--- src/rtl/uart_pkg.sv ---
// Shared UART definitions: transmit FSM states, frame shape, bit timing.
package uart_pkg;

   typedef enum logic [1:0] {
      S_IDLE,
      S_START,
      S_DATA,
      S_STOP
   } tx_state_t;

   localparam int UART_DATA_BITS = 8;
   localparam int UART_STOP_BITS = 1;

   // One bit period in clocks, given the half-bit period.
   function automatic int bit_clks(input int h);
      return 2 * h;
   endfunction

endpackage

--- src/rtl/tx_fifo.sv ---
// Synchronous show-ahead FIFO: pop_data always presents the head entry.
// Pushes into a full FIFO and pops from an empty one are ignored.
module tx_fifo #(
   parameter int DEPTH = 4,
   parameter int WIDTH = 8
) (
   input  logic             clk,
   input  logic             rst,
   input  logic             push,
   input  logic [WIDTH-1:0] push_data,
   input  logic             pop,
   output logic [WIDTH-1:0] pop_data,
   output logic             full,
   output logic             empty
);

   localparam int AW = $clog2(DEPTH);

   logic [WIDTH-1:0] mem [DEPTH];
   logic [AW-1:0]    wr_ptr;
   logic [AW-1:0]    rd_ptr;
   logic [AW:0]      count;
   logic             do_push;
   logic             do_pop;

   assign full     = (count == (AW+1)'(DEPTH));
   assign empty    = (count == '0);
   assign do_push  = push && !full;
   assign do_pop   = pop && !empty;
   assign pop_data = mem[rd_ptr];

   // Pointers wrap naturally; count tracks occupancy including simultaneous push/pop.
   always_ff @(posedge clk or posedge rst) begin
      if (rst) begin
         wr_ptr <= '0;
         rd_ptr <= '0;
         count  <= '0;
      end else begin
         if (do_push) wr_ptr <= wr_ptr + 1'b1;
         if (do_pop)  rd_ptr <= rd_ptr + 1'b1;
         count <= count + (AW+1)'(do_push) - (AW+1)'(do_pop);
      end
   end

   // Storage needs no reset; occupancy alone decides what is valid.
   always_ff @(posedge clk) begin
      if (do_push) mem[wr_ptr] <= push_data;
   end

endmodule

--- src/rtl/transmitter.sv ---
// UART 8N1 transmit engine. Optional input FIFO enabled by TRANSMITTER_FIFO_EN.
//
// state   | meaning
// --------+----------------------------------------------------------
// S_IDLE  | line high, waiting for a byte to load
// S_START | start bit (low) for one bit period
// S_DATA  | data bits LSB first, sh shifts right at each end-of-bit
// S_STOP  | stop bit (high); may reload in its last cycle for zero gap
module transmitter
   import uart_pkg::*;
#(
   parameter int CLK_PER_HALF_BIT = 5208,
   parameter int FIFO_DEPTH       = 4
) (
   input  logic       clk,
   input  logic       rst,
   input  logic [7:0] data_tx,
   input  logic       valid_tx,
   output logic       ready_tx,
   output logic       UART_TX,
   output logic       busy
);

   localparam logic [31:0] BIT_LAST = 32'(bit_clks(CLK_PER_HALF_BIT) - 1);
   localparam logic [2:0]  IDX_LAST = 3'(UART_DATA_BITS - 1);

   if ((CLK_PER_HALF_BIT < 2) || (FIFO_DEPTH < 2)) begin : g_param_check
      $error("transmitter: CLK_PER_HALF_BIT and FIFO_DEPTH must be >= 2");
   end

   tx_state_t   state, state_nxt;
   logic [31:0] cnt, cnt_nxt;
   logic [2:0]  idx, idx_nxt;
   logic [7:0]  sh, sh_nxt;
   logic        tx_nxt;
   logic        tc;
   logic        load_ok;
   logic        load;
   logic [7:0]  load_data;

   assign tc      = (cnt == BIT_LAST);
   assign load_ok = (state == S_IDLE) || ((state == S_STOP) && tc);

`ifdef TRANSMITTER_FIFO_EN
   logic       fifo_full;
   logic       fifo_empty;
   logic [7:0] fifo_head;

   // Readiness reflects fullness before any same-cycle pop.
   assign ready_tx  = !rst && !fifo_full;
   assign load      = load_ok && !fifo_empty;
   assign load_data = fifo_head;
   assign busy      = (state != S_IDLE) || !fifo_empty;

   tx_fifo #(
      .DEPTH (FIFO_DEPTH),
      .WIDTH (8)
   ) u_fifo (
      .clk       (clk),
      .rst       (rst),
      .push      (valid_tx && ready_tx),
      .push_data (data_tx),
      .pop       (load),
      .pop_data  (fifo_head),
      .full      (fifo_full),
      .empty     (fifo_empty)
   );
`else
   assign ready_tx  = !rst && load_ok;
   assign load      = valid_tx && ready_tx;
   assign load_data = data_tx;
   assign busy      = (state != S_IDLE);
`endif

   // Next-state, bit timing and the registered line value.
   always_comb begin
      state_nxt = state;
      cnt_nxt   = tc ? '0 : cnt + 32'd1;
      idx_nxt   = idx;
      sh_nxt    = sh;
      case (state)
         S_IDLE: begin
            cnt_nxt = '0;
            if (load) begin
               sh_nxt    = load_data;
               idx_nxt   = '0;
               state_nxt = S_START;
            end
         end
         S_START: begin
            if (tc) state_nxt = S_DATA;
         end
         S_DATA: begin
            if (tc) begin
               sh_nxt  = {1'b0, sh[7:1]};
               idx_nxt = idx + 3'd1;
               if (idx == IDX_LAST) state_nxt = S_STOP;
            end
         end
         S_STOP: begin
            if (tc) begin
               if (load) begin
                  sh_nxt    = load_data;
                  idx_nxt   = '0;
                  cnt_nxt   = '0;
                  state_nxt = S_START;
               end else begin
                  state_nxt = S_IDLE;
               end
            end
         end
         default: state_nxt = S_IDLE;
      endcase

      case (state_nxt)
         S_START: tx_nxt = 1'b0;
         S_DATA:  tx_nxt = sh_nxt[0];
         default: tx_nxt = 1'b1;
      endcase
   end

   // State, counters and line register; reset drives the line idle at once.
   always_ff @(posedge clk or posedge rst) begin
      if (rst) begin
         state   <= S_IDLE;
         cnt     <= '0;
         idx     <= '0;
         sh      <= '0;
         UART_TX <= 1'b1;
      end else begin
         state   <= state_nxt;
         cnt     <= cnt_nxt;
         idx     <= idx_nxt;
         sh      <= sh_nxt;
         UART_TX <= tx_nxt;
      end
   end

endmodule

--- config.mk ---
export PLATFORM = sky130hd
export DESIGN_NAME = transmitter
export DESIGN_NICKNAME = d
export VERILOG_FILES = /design/src/rtl/uart_pkg.sv /design/src/rtl/tx_fifo.sv /design/src/rtl/transmitter.sv
export SDC_FILE = /design/constraint.sdc
export NUM_CORES = 1
export LEC_CHECK = 0
export ABC_CLOCK_PERIOD_IN_PS = 6200
export BUFFER_PORTS_ARGS = -buffer_cell sky130_fd_sc_hd__buf_2
export CAP_MARGIN = 40
export CORE_UTILIZATION = 40
export CTS_CLUSTER_SIZE = 16
export DETAILED_ROUTE_END_ITERATION = 12
export GPL_TIMING_DRIVEN = 0
export MAX_ROUTING_LAYER = met4
export SLEW_MARGIN = 30
export SYNTH_ARGS = -nofsm -noshare
export SYNTH_HDL_FRONTEND = slang
export SYNTH_SLANG_ARGS = --single-unit
--- constraint.sdc ---
create_clock -name clk -period 6.2 [get_ports clk]
set_clock_uncertainty 0.2 [all_clocks]
set_input_delay 0 -clock clk [delete_from_list [all_inputs] [get_ports clk]]
set_output_delay 0 -clock clk [all_outputs]
set_load 0.01 [all_outputs]
==> Word-level counts from Yosys, hierarchy flattened <==
Index checks and enable logic that the tools add are counted.
{ "totals": {"regBits": 46, "latchBits": 0, "ram_bits": 0, "mem_bits_ro": 0, "inputBits": 11, "output_inout_bits": 3, "elab_cells": 46, "memories": 0} }
{ "op_classes": {"n_addsub": 2, "mul": 0, "n_div": 0, "magnitude_cmp": 0, "eq_ne": 9, "shifts": 0, "muxes": 20, "bitwise": 0, "reduce_logical": 9} }
{ "op_table": {"columns": ["operator", "n"], "rows": [
  ["2-to-1 mux 32 bit", 3],
  ["one-hot mux 32 bit (2 select lines)", 1],
  ["adder 32 x 1 -> 32 bit (second input constant)", 1],
  ["equality test 32 x 14 -> 1 bit (second input constant)", 1],
  ["2-to-1 mux 8 bit", 3],
  ["one-hot mux 8 bit (3 select lines)", 1],
  ["2-to-1 mux 2 bit", 5],
  ["2-to-1 mux 3 bit", 3],
  ["one-hot mux 3 bit (3 select lines)", 1],
  ["one-hot mux 2 bit (4 select lines)", 1],
  ["equality test 2 bit (second input constant)", 3],
  ["equality test 2 x 1 -> 1 bit (second input constant)", 2],
  ["inequality test 2 bit (second input constant)", 2],
  ["adder 3 x 1 -> 3 bit (second input constant)", 1],
  ["equality test 3 bit (second input constant)", 1],
  ["logical AND 1 bit", 3],
  ["AND reduction 3 bit", 1],
  ["nonzero test 3 bit", 1],
  ["zero test 2 bit", 1],
  ["one-hot mux 1 bit (2 select lines)", 1],
  ["nonzero test 2 bit", 1],
  ["zero test 1 bit", 1],
  ["logical OR 1 bit", 1],
  ["2-to-1 mux 1 bit", 1]
]} }

==> Logic depth before layout (Yosys ltp) <==
Gate-level depths: netlist of run 1.
{ "logic_depth": {"ltp_word": 10, "depth_mapped": 8, "depth_no_buf": 8} }

==> Worst setup path after synthesis of run 1 <==
No wires, ideal clock.
{ "synth_path": {"path_type": "reg2reg", "start": "reg cnt[0]", "end": "reg idx[0]", "setup_ps": 121, "arrival_time_ps": 1817, "path_slack_ps": 4062, "path_stages_with_launch": 8, "period_less_slack_ps": 2138, "path_cell_list": "dfrtp_1 -> ha_1 -> and4_1 -> nand2_1 -> o41ai_2 -> and2_1 -> o221ai_1 -> a22o_1"} }
{ "synth_between": {"elab_chain_len": 8} }
{ "synth_rtl": {"columns": ["element", "line", "text"], "rows": [
  ["start: declaration", "transmitter.sv:32", "logic [31:0] cnt, cnt_nxt;"],
  ["start signal: assignment", "transmitter.sv:132", "cnt <= cnt_nxt;"],
  ["equality test 32 x 14 -> 1 bit (*)", "transmitter.sv:41", "assign tc = (cnt == BIT_LAST);"],
  ["logical AND 1 bit", "transmitter.sv:42", "assign load_ok = (state == S_IDLE) || ((state == S_STOP) && tc);"],
  ["logical OR 1 bit", "transmitter.sv:42", null],
  ["logical AND 1 bit", "transmitter.sv:69", "assign ready_tx = !rst && load_ok;"],
  ["logical AND 1 bit", "transmitter.sv:70", "assign load = valid_tx && ready_tx;"],
  ["2-to-1 mux 3 bit (2 in series)", null, null],
  ["one-hot mux 3 bit (3 select lines)", null, null],
  ["end signal: assignment", "transmitter.sv:133", "idx <= idx_nxt;"],
  ["end: declaration", "transmitter.sv:33", "logic [2:0] idx, idx_nxt;"]
]} }
Mark *: on every way between the ends. The rest lies on a longest branch, timed or not. The select of a mux whose other input is x is not followed.
A chain may end at the register's enable or synchronous reset.

==> Final worst setup path of run 1 <==
{ "layout_path": {"start": "reg cnt[0]", "end": "reg idx[2]"} }
The elaborated chain is that of the path after synthesis.

==> results of run 1 <==
==> per-layer routing <==
metal	wire length, um	GRT usage, %
met1	2640	24.3
met2	2090	23.8
met3	75	2.70
met4	51	5.36
met5	0	-
==> sequential cells by signal, indices dropped and copies added (netlist names) <==
name and count:
state 2, cnt 32, UART_TX 1, sh 8, idx 3
==> through the flow <==
step                hold slack, ps  cells
floorplan                    -64.0    254
global placement              48.0    342
detailed placement           -77.0    342
CTS                            101    358
global route                   199    359
finish                         107    359
==> synthesized netlist by cell type, types with 3 or more instances <==
library cell   n  area, um^2
nor3_1         3        15.0
buf_2          4        20.0
and3_1         5        31.3
nor2_1        39         146
xnor2_1        7        61.3
xor2_1        21         184
nor4_1         4        25.0
dfrtp_1       45        1130
o2bb2ai_1      3        26.3
nand4_1        5        31.3
o21ai_1        6        30.0
and2_1         4        25.0
o21ai_0        9        45.0
and4_1         4        35.0
nand3_1       11        55.1
mux2i_1        3        30.0
or3_1          3        18.8
inv_1          7        26.3
nand2_1       27         101
a22oi_1        6        45.0
ha_1           8         100
==> cells in the final DEF (no fill, tap or decap), types with 2 or more instances in the layout <==
cell type      instances
o21ai_1                6
o221ai_1               2
and4_1                 4
o2bb2ai_1              3
o21ai_0                9
mux2_2                 2
xor2_1                21
xnor2_1                7
nor2b_1                2
and3_1                 5
inv_1                  6
nand4_1                5
ha_1                   8
or3_1                  3
clkbuf_1               4
a22oi_1                6
buf_2                 17
o21bai_1               2
a21oi_1                2
clkbuf_8               5
and2_1                 4
nor2_1                39
nor4_4                 2
nand2_1               27
nor3_1                 3
dfrtp_1               45
nand3_1               11
dlygate4sd3_1          8
nor4b_2                2
mux2i_1                3
nor4_1                 4
==> cells by family after synthesis <==
kind of cell    share of synthesized area [%]
simple gates                             26.1
mux                                      2.09
xor+xnor                                 9.78
compound gates                           9.48
buf+inv                                  2.59
fa+ha+maj                                3.99
flops                                    45.9
==> layout make-up <==
type | count | area share, %
well taps | 75 | 3.28
clock buffers | 7 | 2.67
flip-flops and latches | 46 | 40.3
repair buffers | 22 | 5.25
multi-input cells | 194 | 45.1
inverters | 7 | 1.01
plain buffers | 7 | 1.36
clock inverters | 1 | 1.05
==> where the power goes <==
group	total, uW	switching (uW)	internal (uW)
combinational	209	134	75.0
sequential	351	22.1	329
clock	217	96.6	121
total	777	252	525
==> worst paths after layout <==
kind / from / end / slack, ps / cells after the start
setup reg to reg: cnt[0]$_DFF_PP0_ / idx[2]$_DFFE_PP0P_ / 3730 / 8
hold reg to reg: sh[1]$_DFFE_PP0P_ / sh[1]$_DFFE_PP0P_ / 290 / 2
setup / recovery: cnt[0]$_DFF_PP0_ / idx[2]$_DFFE_PP0P_ / 3730 / 8
hold / removal: data_tx[0] / sh[0]$_DFF_PP0_ / 110 / 5
min in group asynchronous: rst / sh[2]$_DFFE_PP0P_ / 150 / 3
max in group asynchronous: rst / cnt[14]$_DFF_PP0_ / 5270 / 3
==> worst max-delay path, delay by kind of cell, from the launching register on <==
family	cells	cell delay [ps]
compound gates	3	730
fa+ha+maj	1	200
flops	1	400
buf+inv	1	150
simple gates	3	670
==> results.md, run 1 <==
* Leakage at 0.00129 uW
* Tot Pwr at 777 uW
* DP Wirelength at 3.37 mm
* Die Area at 6590 um^2
* Setup Viol. Count Final at 0
* Die Width at 81.2 um
* Placer Congestion at 0.750
* Initial core utilization at 41.9%
* RSZ-0062 raised after global routing: no
* Hold_buf cts at 8
* CP Class: reg2reg
* Crit. End Element: flip-flop
* Mapped Area at 2510 um^2
* CTS H-tree lvls at 2
* Setup TNS at 0 ps
* Layout cells sized above 1 at 14.1%
* Final instance area at 2860 um^2
* First-pass detailed-route iteration total at 4
* Slew headroom at 59.2%
* Number of port buffers at 13
* Clock sink count at 46
* First-pass GRT wire length at 8.18 mm
* Num rows at 28
* Slowest CP cell: o41ai_2
* Worst-Margin Slew at 613 ps
* Worst vdd ir at 0.000131 V
* DRT Wirelength at 4.85 mm
* Clk buf depth at 2
* Fmax at 405 MHz
* Fin crit share at 39.8%
* Num CTS Buffers at 5
* Critical Path, Cell by Cell: ha_1 -> and4_1 -> nand2_1 -> o41ai_2 -> and2_1 -> buf_6 -> o21bai_1 -> o2bb2ai_1
* Seq. cell area at 1150 um^2
* Worst path max stage delay at 490 ps
* Post-synth ARST share at 100%
* Setup WS pre-CTS at 3690 ps
* Cell Pwr Density at 272 nW/um^2
* Iter 0 DRT Violations at 132
* Post-synth cell types at 43
* Seq/Total Area, Yosys at 45.9%
* Synth Register Bits at 46
* Final Hold Viols at 0
* CP Max Fanout at 10
* Multi-input gate area at 1290 um^2
* P&R area growth vs syn at 14.1%
* CP required at 6180 ps
* Die height at 81.2 um
* CTS Root Cell: clkbuf_8
* Fin nets at 302
* Core Area at 5990 um^2
* Overall Global Routing Usage at 16.8%
* Post-route ant nets at 0
* Largest net degree at the start of global routing at 48
* Vias/cell at 5.08
* Crit path DAT at 2450 ps
* Post-route DRC at 0
* Antenna diodes at 0
* Worst setup margin at 3730 ps
* Clock Latency Late Sink at 290 ps
* Post-CTS setup buffers at 0
* CTS tree: yes
* Slew Viols, Final at 0
* DP Area at 2670 um^2
* Max-Cap Viols at 0
* Synthesis Warnings at 0
* Crit path time final at 2470 ps
* Routed WL per cell at 13.5 um
* Congestion Overflow GR at 0
* IO Pins at 14
* Vias in the first global route at 1703
* Startpoint type of the worst setup path: flip-flop
* Worst Hold Class: in2reg
* Fillers at 549
* CTS resizes at 0
* Syn_area_per_cell at 9.88 um^2
* Mapped Nets at 273
* Status: finished clean
* Final core occ at 47.8%
* Post-synth EDFFs at 0
* Initial antenna violation count at 0
* Via count at 1823
* Mapped Cells at 254
* CTS clk-pin slew, worst paths at 80 ps
* Top FF cell, synth: dfrtp_1
Power figures use the tool's default switching activity.
==> run 2, diff against run 1 <==
- ABC_AREA: unset -> 1
- ABC_CLOCK_PERIOD_IN_PS: 6200 -> 2300
- clock period: 6.2 -> 2.3 ns (I/O delays scaled with it)
==> results.md, run 2 <==
* Reg with most FFs: cnt
* Biggest regs: cnt x32, sh x8, idx x3
* DP Area at 3040 um^2 (+14%)
* DP Wirelength at 4.17 mm (+24%)
* Startpoint type of the worst setup path: flip-flop
* Crit path time final at 2140 ps (-328 ps)
* Worst Hold Class: in2async
* Inst Count DP at 473 (+38%)
* Status: finished clean
* Largest net degree at the start of global routing at 50 (+4.2%)
* R2r startpoint: cnt[0]$_DFF_PP0_
* Fin crit share at 93.1% (+53 points)
* P&R area growth vs syn at 15.8%
* Worst vdd ir at 0.000244 V (+86%)
* CTS Root Cell: clkbuf_8
* CP Class: reg2reg
* Post-synth ARST share at 100% (unchanged)
* Post-route DRC at 0 (unchanged)
* Clk buf depth at 2 (unchanged)
* Vias in the first global route at 2321 (+36%)
* Max FFs per register at 32 (unchanged)
* First-pass detailed-route iteration total at 4 (unchanged)
* Final Hold Viols at 0 (unchanged)
* Initial antenna violation count at 0 (unchanged)
* Core Area at 6830 um^2 (+14%)
* Routed WL per cell at 11.8 um (-12%)
* Initial core utilization at 41.8% (-0.12 points)
* Synth top area cells: dfrtp_1 (39%), nand2_1 (13%), xor2_1 (7.4%)
* Mapped Cells at 364 (+43%)
* Number of port buffers at 13 (unchanged)
* Most common cell in the netlist: nand2_1
* Mapped Nets at 383 (+40%)
* IO Pins at 14 (unchanged)
* Fmax at 467 MHz (+15%)
* CTS tree: yes
* Crit path DAT at 2140 ps (-310 ps)
* Post-synth top area cell: dfrtp_1
* Slew Viols, Final at 0 (unchanged)
* Post-route ant nets at 0 (unchanged)
* Via count at 2280 (+25%)
* Reg2Reg Setup Slack at 160 ps (-3570 ps)
* Clock sink count at 46 (unchanged)
* Clock Latency Late Sink at 300 ps (about the same)
* Mapped Area at 2850 um^2 (+14%)
* Synthesis Warnings at 0 (unchanged)
* Top FF cell, synth: dfrtp_1
* CP required at 2290 ps (-3890 ps)
* RSZ-0062 raised after global routing: no
* R2R depth at 10 (+2)
* Die Area at 7470 um^2 (+13%)
* Post-route non-filler standard cell count at 494 (+38%)
* Num CTS Buffers at 5 (unchanged)
* Final core occ at 48.4% (+0.59 points)
* Max-Cap Viols at 0 (unchanged)
* Reg-to-Reg End: cnt[26]$_DFF_PP0_
* Post-synth cell types at 35 (-19%)
* Layout cells sized above 1 at 18.6% (+4.5 points)
* Tot Pwr at 1370 uW (+76%)
* Synth Register Bits at 46 (unchanged)
* First-pass GRT wire length at 10.4 mm (+27%)
* Most frequent cells in the layout: nand2_1 (95), nor2_1 (50), dfrtp_1 (45), inv_1 (37), xor2_1 (24)
* Antenna diodes at 0 (unchanged)
* Worst-Margin Slew at 614 ps (+1.01 ps)
* CTS H-tree lvls at 2 (unchanged)
* Overall Global Routing Usage at 18.4% (+1.5 points)
* Die height at 86.5 um (+6.5%)
* Vias/cell at 4.62 (-9.1%)
* Post-synth EDFFs at 0 (unchanged)
* Num rows at 30 (+7.1%)
* Seq/Total Area, Yosys at 40.4% (-5.5 points)
* Setup Viol. Count Final at 0 (unchanged)
* Crit. End Element: flip-flop
* Most common cell after layout, fill and taps aside: nand2_1
* Slew headroom at 59.1% (-0.067 points)
* Iter 0 DRT Violations at 71 (-46%)
* CP Max Fanout at 7 (-3)
* Leakage at 0.00163 uW (+26%)
* CTS clk-pin slew, worst paths at 90 ps (about the same)
* Fin nets at 416 (+38%)
* Die Width at 86.5 um (+6.5%)
* Placer Congestion at 0.889 (+19%)
* Syn_area_per_cell at 7.84 um^2 (-21%)
* Commonest cells in the netlist: nand2_1 (96), nor2_1 (53), dfrtp_1 (45)
* Congestion Overflow GR at 0 (unchanged)
* Final instance area at 3300 um^2 (+15%)
* DRT Wirelength at 5.84 mm (+20%)
* Yosys top cell area share at 39.5% (-5.4 points)
* Cell Pwr Density at 414 nW/um^2 (+52%)
run 2: changes by cell type after synthesis, moves of 7 or more:
cell / before / now
nor2_1: 39 / 53
nor3_1: 3 / 10
nand3_1: 11 / 22
nand2_1: 27 / 96
nand2_2: 0 / 7
inv_1: 7 / 38
run 2: kinds of logic after synthesis:
| group | after synthesis | share of synthesized area (%) |
|---|---|---|
| fa+ha+maj | 8 | 3.51 |
| flops | 46 | 40.4 |
| xor+xnor | 25 | 7.68 |
| simple gates | 224 | 38.5 |
| compound gates | 16 | 3.86 |
| buf+inv | 45 | 6.10 |
run 2: layer usage:
layer	up-vias	GRT usage [%]	part of all wire [%]
li1	1202	-	-
met1	1052	23.0	49
met2	19	30.3	47
met3	7	2.95	2.3
met4	0	6.36	1.6
met5	-	-	0
run 2: area by class of cell:
cell class	count	area, um^2
Fill cell	700	3530
Tap cell	96	120
Clock inverter	1	5.00
Buffer	4	27.5
Sequential cell	46	1150
Clock buffer	7	86.3
Multi-Input combinational cell	273	1560
Inverter	41	161
Timing Repair Buffer	26	188
run 2: critical path: stages (launching register included):
cell,delay (ps)
dfrtp_1,420
ha_4,170
nand2_4,70
nor2_8,150
nand2_2,100
nor3_4,220
nand3_2,160
nor3_4,230
nand2_1,100
xor2_1,170
nor2_2,40
run 2: what timing repair did:
item | 4_1_cts | 5_1_grt
setup endpoints to repair | 0 | 39
hold buffers | 10 | 0
endpoints found under the hold margin | 57 | 0
buffers inserted | 0 | 3
resized for setup | 0 | 15
run 2: metrics by stage:
step                      TNS, ps  worst slack (ps)  hold WS, ps
after detailed placement        0              31.2        -65.4
final                           0               158          129
after floorplan                 0               314         12.4
after global placement      -4090              -380          107
after CTS                       0              21.9          148
after global routing            0             0.934          201
run 2: worst max path at each step:
stage,from,endpoint,cells after the start
floorplan,cnt[0]$_DFF_PP0_,idx[0]$_DFFE_PP0P_,13
global placement,rst,sh[5]$_DFFE_PP0P_,7
detailed placement,cnt[0]$_DFF_PP0_,cnt[15]$_DFF_PP0_,9
CTS,cnt[0]$_DFF_PP0_,cnt[15]$_DFF_PP0_,9
global route,cnt[0]$_DFF_PP0_,idx[0]$_DFFE_PP0P_,13
finish,cnt[0]$_DFF_PP0_,cnt[26]$_DFF_PP0_,10
run 2: report_power, final:
part | switching, uW | internal, uW
clock network | 275 | 243
registers | 0 | 808
logic | 22.7 | 17.5
==> run 3, diff against run 2 <==
- ABC_AREA: 1 -> unset
==> results.md, run 3 (synthesized netlist as in run 1, its figures left out) <==
* Sequential share of power at 43.7% (-15 points)
* P_sw at 707 uW (+140%)
* Post-route non-filler standard cell count at 368 (-26%)
* Fin crit share at 98.8% (+5.6 points)
* Most frequent cells in the layout: dfrtp_1 (43), nor2_1 (39), nand2_1 (26), xor2_1 (21), buf_2 (16)
* Final core occ at 51.4% (+3.0 points)
* CP required at 2100 ps (-190 ps)
* Post-route ant nets at 0 (unchanged)
* Setup Viol. Count Final at 0 (unchanged)
* Congestion Overflow GR at 0 (unchanged)
* Worst vdd ir at 0.000368 V (+51%)
* Number of port buffers at 13 (unchanged)
* Fmax at 440 MHz (-5.7%)
* Most common cell after layout, fill and taps aside: dfrtp_1
* First-pass detailed-route iteration total at 4 (unchanged)
* Tot Pwr at 2170 uW (+59%)
* Comb power frac at 29.2% (+26 points)
* Post-route DRC at 0 (unchanged)
* Crit path time final at 2270 ps (+129 ps)
* Startpoint type of the worst setup path: flip-flop
* Reg with most FFs: cnt
* First-pass GRT wire length at 8.35 mm (-19%)
* Core Area at 5990 um^2 (-12%)
* Via count at 1896 (-17%)
* Worst-Margin Slew at 602 ps (-11.7 ps)
* Final Hold Viols at 0 (unchanged)
* Clock sink count at 46 (unchanged)
* Seq. cell area at 1150 um^2 (+0.22%)
* Num rows at 28 (-6.7%)
* Slew Viols, Final at 0 (unchanged)
* IO Pins at 14 (unchanged)
* Clk buf depth at 2 (unchanged)
* Cell Pwr Density at 706 nW/um^2 (+71%)
* CP Max Fanout at 5 (-2)
* Vias/cell at 5.15 (+12%)
* Slew headroom at 59.9% (+0.78 points)
* Placer Congestion at 0.750 (-16%)
* Fillers at 533 (-24%)
* Net Sw Frac at 32.5% (+11 points)
* Crit path DAT at 2070 ps (-70 ps)
* Overall Global Routing Usage at 17.1% (-1.2 points)
* Inst Count DP at 342 (-28%)
* CP Class: reg2out
* Multi-input gate area at 1410 um^2 (-9.9%)
* Vias in the first global route at 1772 (-24%)
* CTS H-tree lvls at 2 (unchanged)
* CTS clk-pin slew, worst paths at 80 ps (about the same)
* CTS tree: yes
* Setup TNS at 0 ps (unchanged)
* DP Wirelength at 3.37 mm (-19%)
* Max FFs per register at 32 (unchanged)
* Initial core utilization at 41.9% (+0.12 points)
* Iter 0 DRT Violations at 95 (+34%)
* Die height at 81.2 um (-6.1%)
* Die Area at 6590 um^2 (-12%)
* Fin nets at 311 (-25%)
* Leakage at 0.00136 uW (-17%)
* Max-Cap Viols at 0 (unchanged)
* Clock share of power at 27.1% (-11 points)
* Clock Latency Late Sink at 300 ps (about the same)
* DRT Wirelength at 5.18 mm (-11%)
* Cell Int Power at 1470 uW (+37%)
* Biggest regs: cnt x32, sh x8, idx x3
* Status: finished clean
* CTS Root Cell: clkbuf_8
* P&R area growth vs syn at 22.7%
* Layout cells sized above 1 at 22.5% (+3.9 points)
* Num CTS Buffers at 5 (unchanged)
* Die Width at 81.2 um (-6.1%)
* Worst Hold Class: in2reg
* Crit. End Element: output port
* Initial antenna violation count at 0 (unchanged)
* Largest net degree at the start of global routing at 48 (-4.0%)
* Routed WL per cell at 14.1 um (+19%)
* Antenna diodes at 0 (unchanged)
* RSZ-0062 raised after global routing: yes
## run 3: through the flow
| step | worst slack (ps) | area (um^2) | hold slack (ps) |
|---|---|---|---|
| CTS | 0.238 | 2960 | 101 |
| floorplan | 162 | 2510 | -64.0 |
| detailed placement | -206 | 2670 | -77.0 |
| global placement | -130 | 2670 | 48.0 |
| global route | -65.2 | 3080 | 194 |
| finish | 28.7 | 3080 | 105 |
## run 3: layer usage
layer,track usage (%),routed length (um)
met4,5.36,47
met5,-,0
met1,24.2,2720
met3,2.70,84
met2,25.0,2320
## run 3: final cells by class
class	count	area share [%]
Tap cell	75	3.05
Clock buffer	7	2.48
Inverter	7	0.935
Clock inverter	1	0.975
Buffer	7	1.42
Timing Repair Buffer	31	7.92
Multi-Input combinational cell	194	45.7
Sequential cell	46	37.5
## run 3: critical path, stage by stage, from the launching register on
cell     delay, ps
dfrtp_1        420
nor4_1         320
nand3_1        110
buf_4          170
o41ai_4        350
buf_4          180
and2_4         130
buf_6          100
## run 3: power by group through the flow
stage               combinational [uW]  sequential [uW]  clock, uW
floorplan                          385              952          0
global route                       707              963        640
global placement                   541              959          0
finish                             634              951        590
CTS                                589              948        609
detailed placement                 550              961          0
## run 3: worst paths after layout
| kind | start | cells after the start | endpoint | slack [ps] |
|---|---|---|---|---|
| max | cnt[21]$_DFF_PP0_ | 7 | ready_tx | 30 |
| min | data_tx[0] | 5 | sh[0]$_DFF_PP0_ | 100 |
| max reg2reg | cnt[21]$_DFF_PP0_ | 8 | UART_TX$_DFF_PP1_ | 60 |
| min reg2reg | sh[1]$_DFFE_PP0P_ | 2 | sh[1]$_DFFE_PP0P_ | 290 |
| max in group asynchronous | rst | 3 | cnt[4]$_DFF_PP0_ | 1330 |
| min in group asynchronous | rst | 3 | sh[2]$_DFFE_PP0P_ | 150 |
## run 3: repair_timing
item | CTS | global route
buffers inserted | 8 | 1
endpoints found under the hold margin | 53 | 0
endpoints found under the setup margin | 43 | 25
gates cloned | 0 | 1
pin swaps | 6 | 8
gates resized for setup | 9 | 18
hold buffers | 8 | 0
